`src/rtl/wb_pkg.sv`:
```
// Shared definitions for the Wishbone master family: FSM encoding and the
// default bus timeout used when an instantiation does not override it.
package wb_pkg;

    typedef enum logic [1:0] {
        ST_IDLE = 2'd0,
        ST_REQ  = 2'd1,
        ST_WAIT = 2'd2,
        ST_RESP = 2'd3
    } wb_state_e;

    localparam int unsigned WB_DEFAULT_TIMEOUT = 255;
    localparam int unsigned WB_DATA_WIDTH      = 32;

endpackage

```
`src/rtl/wb_timeout.sv`:
```
// Bus-cycle watchdog: counts enabled cycles since the last clear and flags the
// cycle that would bring the count up to TIMEOUT.
module wb_timeout #(
    parameter int unsigned TIMEOUT = wb_pkg::WB_DEFAULT_TIMEOUT
) (
    input  logic i_clk,
    input  logic i_rst_n,
    input  logic i_clear,
    input  logic i_enable,
    output logic o_expired
);

    localparam int unsigned CW = $clog2(TIMEOUT + 1);
    localparam logic [CW-1:0] LAST = CW'(TIMEOUT - 1);

    logic [CW-1:0] count_q, count_d;

    // count_q holds the number of enabled cycles already completed, so the
    // TIMEOUT-th enabled cycle is the one that sees LAST.
    assign o_expired = i_enable && (count_q == LAST);

    always_comb begin
        count_d = count_q;
        if (i_clear) begin
            count_d = '0;
        end else if (i_enable && !o_expired) begin
            count_d = count_q + 1'b1;
        end
    end

    always_ff @(posedge i_clk or negedge i_rst_n) begin
        if (!i_rst_n) begin
            count_q <= '0;
        end else begin
            count_q <= count_d;
        end
    end

endmodule

```
`src/rtl/wb_master_bridge.sv`:
```
// Single-outstanding command/response to Wishbone pipelined master bridge with
// stall handling, error capture and a bus-cycle timeout.
module wb_master_bridge
    import wb_pkg::*;
#(
    parameter int unsigned ADDR_WIDTH = 30,
    parameter int unsigned TIMEOUT    = WB_DEFAULT_TIMEOUT
) (
    input  logic                  i_clk,
    input  logic                  i_rst_n,
    input  logic                  i_cmd_valid,
    output logic                  o_cmd_ready,
    input  logic                  i_cmd_we,
    input  logic [ADDR_WIDTH-1:0] i_cmd_addr,
    input  logic [31:0]           i_cmd_data,
    output logic                  o_rsp_valid,
    input  logic                  i_rsp_ready,
    output logic [31:0]           o_rsp_data,
    output logic                  o_rsp_err,
    output logic                  o_wb_cyc,
    output logic                  o_wb_stb,
    output logic                  o_wb_we,
    output logic [ADDR_WIDTH-1:0] o_wb_addr,
    output logic [31:0]           o_wb_data,
    input  logic                  i_wb_stall,
    input  logic                  i_wb_ack,
    input  logic                  i_wb_err,
    input  logic [31:0]           i_wb_data
);

    wb_state_e state_q, state_d;

    logic                  cyc_q, cyc_d;
    logic                  stb_q, stb_d;
    logic                  we_q, we_d;
    logic [ADDR_WIDTH-1:0] addr_q, addr_d;
    logic [31:0]           wdata_q, wdata_d;
    logic [31:0]           rspData_q, rspData_d;
    logic                  rspErr_q, rspErr_d;

    logic tmoClear, tmoEnable, tmoExpired;
    logic busDone, tmoDone;

    assign tmoClear  = (state_q == ST_IDLE);
    assign tmoEnable = (state_q == ST_REQ) || (state_q == ST_WAIT);

    wb_timeout #(
        .TIMEOUT (TIMEOUT)
    ) u_timeout (
        .i_clk     (i_clk),
        .i_rst_n   (i_rst_n),
        .i_clear   (tmoClear),
        .i_enable  (tmoEnable),
        .o_expired (tmoExpired)
    );

    // A slave reply only counts once the request has been accepted (stall low
    // in REQ, or any cycle of WAIT); a reply in the final timeout cycle wins.
    always_comb begin
        state_d   = state_q;
        cyc_d     = cyc_q;
        stb_d     = stb_q;
        we_d      = we_q;
        addr_d    = addr_q;
        wdata_d   = wdata_q;
        rspData_d = rspData_q;
        rspErr_d  = rspErr_q;
        busDone   = 1'b0;
        tmoDone   = 1'b0;

        case (state_q)
            ST_IDLE: begin
                if (i_cmd_valid) begin
                    we_d    = i_cmd_we;
                    addr_d  = i_cmd_addr;
                    wdata_d = i_cmd_data;
                    cyc_d   = 1'b1;
                    stb_d   = 1'b1;
                    state_d = ST_REQ;
                end
            end
            ST_REQ: begin
                if (!i_wb_stall && (i_wb_ack || i_wb_err)) begin
                    busDone = 1'b1;
                end else if (tmoExpired) begin
                    tmoDone = 1'b1;
                end else if (!i_wb_stall) begin
                    stb_d   = 1'b0;
                    state_d = ST_WAIT;
                end
            end
            ST_WAIT: begin
                if (i_wb_ack || i_wb_err) begin
                    busDone = 1'b1;
                end else if (tmoExpired) begin
                    tmoDone = 1'b1;
                end
            end
            ST_RESP: begin
                if (i_rsp_ready) begin
                    state_d = ST_IDLE;
                end
            end
            default: begin
                state_d = ST_IDLE;
            end
        endcase

        if (busDone) begin
            cyc_d     = 1'b0;
            stb_d     = 1'b0;
            rspErr_d  = i_wb_err;
            rspData_d = (i_wb_err || we_q) ? 32'h0 : i_wb_data;
            state_d   = ST_RESP;
        end else if (tmoDone) begin
            cyc_d     = 1'b0;
            stb_d     = 1'b0;
            rspErr_d  = 1'b1;
            rspData_d = 32'h0;
            state_d   = ST_RESP;
        end
    end

    always_ff @(posedge i_clk or negedge i_rst_n) begin
        if (!i_rst_n) begin
            state_q   <= ST_IDLE;
            cyc_q     <= 1'b0;
            stb_q     <= 1'b0;
            we_q      <= 1'b0;
            addr_q    <= '0;
            wdata_q   <= 32'h0;
            rspData_q <= 32'h0;
            rspErr_q  <= 1'b0;
        end else begin
            state_q   <= state_d;
            cyc_q     <= cyc_d;
            stb_q     <= stb_d;
            we_q      <= we_d;
            addr_q    <= addr_d;
            wdata_q   <= wdata_d;
            rspData_q <= rspData_d;
            rspErr_q  <= rspErr_d;
        end
    end

    assign o_cmd_ready = (state_q == ST_IDLE);
    assign o_rsp_valid = (state_q == ST_RESP);
    assign o_rsp_data  = rspData_q;
    assign o_rsp_err   = rspErr_q;
    assign o_wb_cyc    = cyc_q;
    assign o_wb_stb    = stb_q;
    assign o_wb_we     = we_q;
    assign o_wb_addr   = addr_q;
    assign o_wb_data   = wdata_q;

endmodule

```
`config.mk`:
```
export PLATFORM = sky130hd
export DESIGN_NAME = wb_master_bridge
export DESIGN_NICKNAME = d
export VERILOG_FILES = /design/src/rtl/wb_pkg.sv /design/src/rtl/wb_timeout.sv /design/src/rtl/wb_master_bridge.sv
export SDC_FILE = /design/constraint.sdc
export NUM_CORES = 1
export LEC_CHECK = 0
export ABC_AREA = 1
export CAP_MARGIN = 20
export CELL_PAD_IN_SITES_DETAIL_PLACEMENT = 0
export CELL_PAD_IN_SITES_GLOBAL_PLACEMENT = 1
export CORE_MARGIN = 2
export CORE_UTILIZATION = 31
export DETAILED_ROUTE_END_ITERATION = 8
export PLACE_DENSITY = 0.91
export REMOVE_ABC_BUFFERS = 1
export SYNTH_ARGS = -nofsm -noshare
export SYNTH_HDL_FRONTEND = slang
export SYNTH_SLANG_ARGS = --single-unit
```
`constraint.sdc`:
```
create_clock -name i_clk -period 2.2 [get_ports i_clk]
set_input_delay 0.33 -clock i_clk [delete_from_list [all_inputs] [get_ports i_clk]]
set_output_delay 0.33 -clock i_clk [all_outputs]
set_load 0.005 [all_outputs]
```
==> results.txt <==
Die width = 124 µm
Nets = 700
Post-CTS Setup Inserts = 0
Core area = 13900 µm²
Most common cell after layout, fill and taps aside = clkdlybuf4s50_1
P_leak = 3.10 nW
Crit path capture type = output port
DRC Markers = 0
Die area = 15300 µm²
Area after DPL = 6690 µm²
RSZ-0062 raised after global routing = false
CTS tree = built
Sequential cell area = 2700 µm²
Status = finished, final reports clean
Post-route cell area = 6970 µm²
Synth warn = 0
Synth unique cells = 25
First-pass GRT wire length = 18400 µm
Async S/R FF share, synth = 100%
Clock period minus worst slack = 2.02 ns
Root Driver = clkbuf_16
GRT Total Usage = 15.8%
Final Cycle Share = 91.9%
Clk sink count = 108
Cts bufs inserted = 9
Total power = 9.17 mW
Util after Layout = 50.0%
1st-pass router iterations = 4
H-Tree Depth = 3
Worst slack at placement = 0.198 ns
Final HPWL DP = 9060 µm
Clk_lat worst skew = 0.35 ns
Floorplan row count = 43
Worst clock skew = 0.00995 ns
Gr ovfl total = 0
Filler instances = 1273
CP required = 1.87 ns
Startpoint Class = register
Post-Synthesis Cells = 386
GP Congestion = 0.828
Final setup fails = 0
Slew HR = 75.8%
Post-synth EDFFs = 0
Wire length per cell = 15.4 µm
Iter 0 DRT Violations = 120
Via/cell ratio = 4.58
Setup TNS = 0 ns
Fraction of layout instances using a drive strength above 1 = 16.8%
Hold Fails Final Rpt = 0
Antenna violations before repair = 0
Synth Register Bits = 108
Fmax achieved = 494 MHz
Vias post-DR = 3554
Kind of critical path = register to output port
Post-route setup slack = 0.177 ns
Post-synthesis sequential area ratio = 61.0%
Vias in the first global route = 3680
Syn Area/Cell = 11.5 µm²
# IOs = 202
Slew @ Worst Pin = 0.363 ns
Worst Reg2Reg Path Length in Cells = 10
IO Port Bufs = 201
CP arrival = 1.69 ns
Final max-slew violation count = 0
CP max FO = 8
Ant diodes = 0
Total length of routed wires = 11900 µm
Worst vdd ir = 0.513 mV
Synth-to-Final Area Change = 57.2%
Max_cap viols = 0
Initial Util = 31.8%
Clock-pin slew on the worst setup and hold paths = 0.07 ns
Max clock buf depth = 2
Antenna-violating nets left = 0
Area of the multi-input gates = 1580 µm²
Top FF cell, synth = dfrtp_1
Largest net degree at the start of global routing = 60
Die height = 124 µm
Most frequent cells in the layout = 200 x clkdlybuf4s50_1, 108 x dfrtp_1, 90 x nand2_1, 63 x mux2_2, 40 x nand3_1
Pwr dens = 1320 nW/µm²
Syn Std Cell Area = 4430 µm²
Worst min path class = input port to asynchronous set/reset pin
through the flow:
| step | hold WS [ns] | cells |
|---|---|---|
| after floorplan | 0.0344 | 370 |
| after global placement | 0.239 | 760 |
| after detailed placement | 0.239 | 760 |
| after CTS | 0.404 | 776 |
| after global routing | 0.423 | 776 |
| final | 0.402 | 776 |
final timing paths:
kind / end / slack, ns / from
worst max-delay path: o_cmd_ready / 0.18 / state_q[0]
worst min-delay path: o_wb_data[29] / 0.40 / i_rst_n
worst max register to register: o_rsp_data[14] / 0.39 / state_q[1]
worst min register to register: o_rsp_data[2] / 0.47 / o_rsp_data[2]
max in group asynchronous: o_rsp_data[26] / 1.13 / i_rst_n
min in group i_clk: o_rsp_data[2] / 0.47 / o_rsp_data[2]
worst max-delay path, cell delays in order, from the launching register on:
cell             delay, ns
dfrtp_1               0.42
inv_1                 0.10
ha_2                  0.29
clkdlybuf4s50_1       0.54
cell families (layout without fill, tap and decap cells):
kind of cell | Yosys count | count (layout) | share of synthesized area, %
muxes | 63 | 63 | 16.0
AOI/OAI and AO/OA | 13 | 13 | 1.86
DFF | 108 | 108 | 61.0
xor gates and xnor gates | 1 | 1 | 0.198
and+or+nand+nor | 159 | 159 | 15.8
adders and majority gates | 6 | 6 | 1.69
buffers and inverters | 36 | 246 | 3.42
registers in the layout, summed over array words and instances (netlist names):
| name | cells |
|---|---|
| o_wb_cyc | 1 |
| o_wb_we | 1 |
| u_timeout.count_q | 8 |
| o_rsp_err | 1 |
| o_rsp_data | 32 |
| o_wb_data | 32 |
| state_q | 2 |
| o_wb_stb | 1 |
| o_wb_addr | 30 |
layer usage:
metal | wire length [µm] | track usage [%]
met1 | 4660 | 18.6
met2 | 6030 | 25.8
met3 | 985 | 6.37
met4 | 267 | 6.18
met5 | 0 | 0
power breakdown:
group	internal, mW	switching [mW]	leakage [nW]	total [mW]
combinational	2.58	1.66	1.63	4.25
sequential	2.90	0.530	1.34	3.43
clock	0.796	0.699	0.129	1.49
total	6.28	2.89	3.10	9.17
layout make-up:
class	count	share of cell area, %
clock inverters	3	0.305
clock buffers	12	3.54
well taps	180	3.23
inverters	20	1.08
repair buffers	211	30.3
flip-flops and latches	108	38.8
multi-input cells	242	22.7
cells in the mapped netlist, types with 2 or more instances:
master	instances	area (µm²)
nand2_2	3	18.8
mux2_2	63	709
buf_2	13	65.1
nand3_1	40	200
nor2_4	2	22.5
ha_1	6	75.1
a21oi_1	5	25.0
inv_1	19	71.3
nor2_1	12	45.0
o21ai_0	4	20.0
nand2_1	91	342
dfrtp_1	108	2700
nand4_1	3	18.8
clkbuf_1	3	11.3
nor3_1	4	20.0
what timing repair did:
item / in CTS / in global routing
hold buffers: 1 / 0
endpoints found under the hold margin: 20 / 0
gates resized for setup: 0 / 1
setup endpoints to repair: 0 / 1
Power figures use the tool's default switching activity.
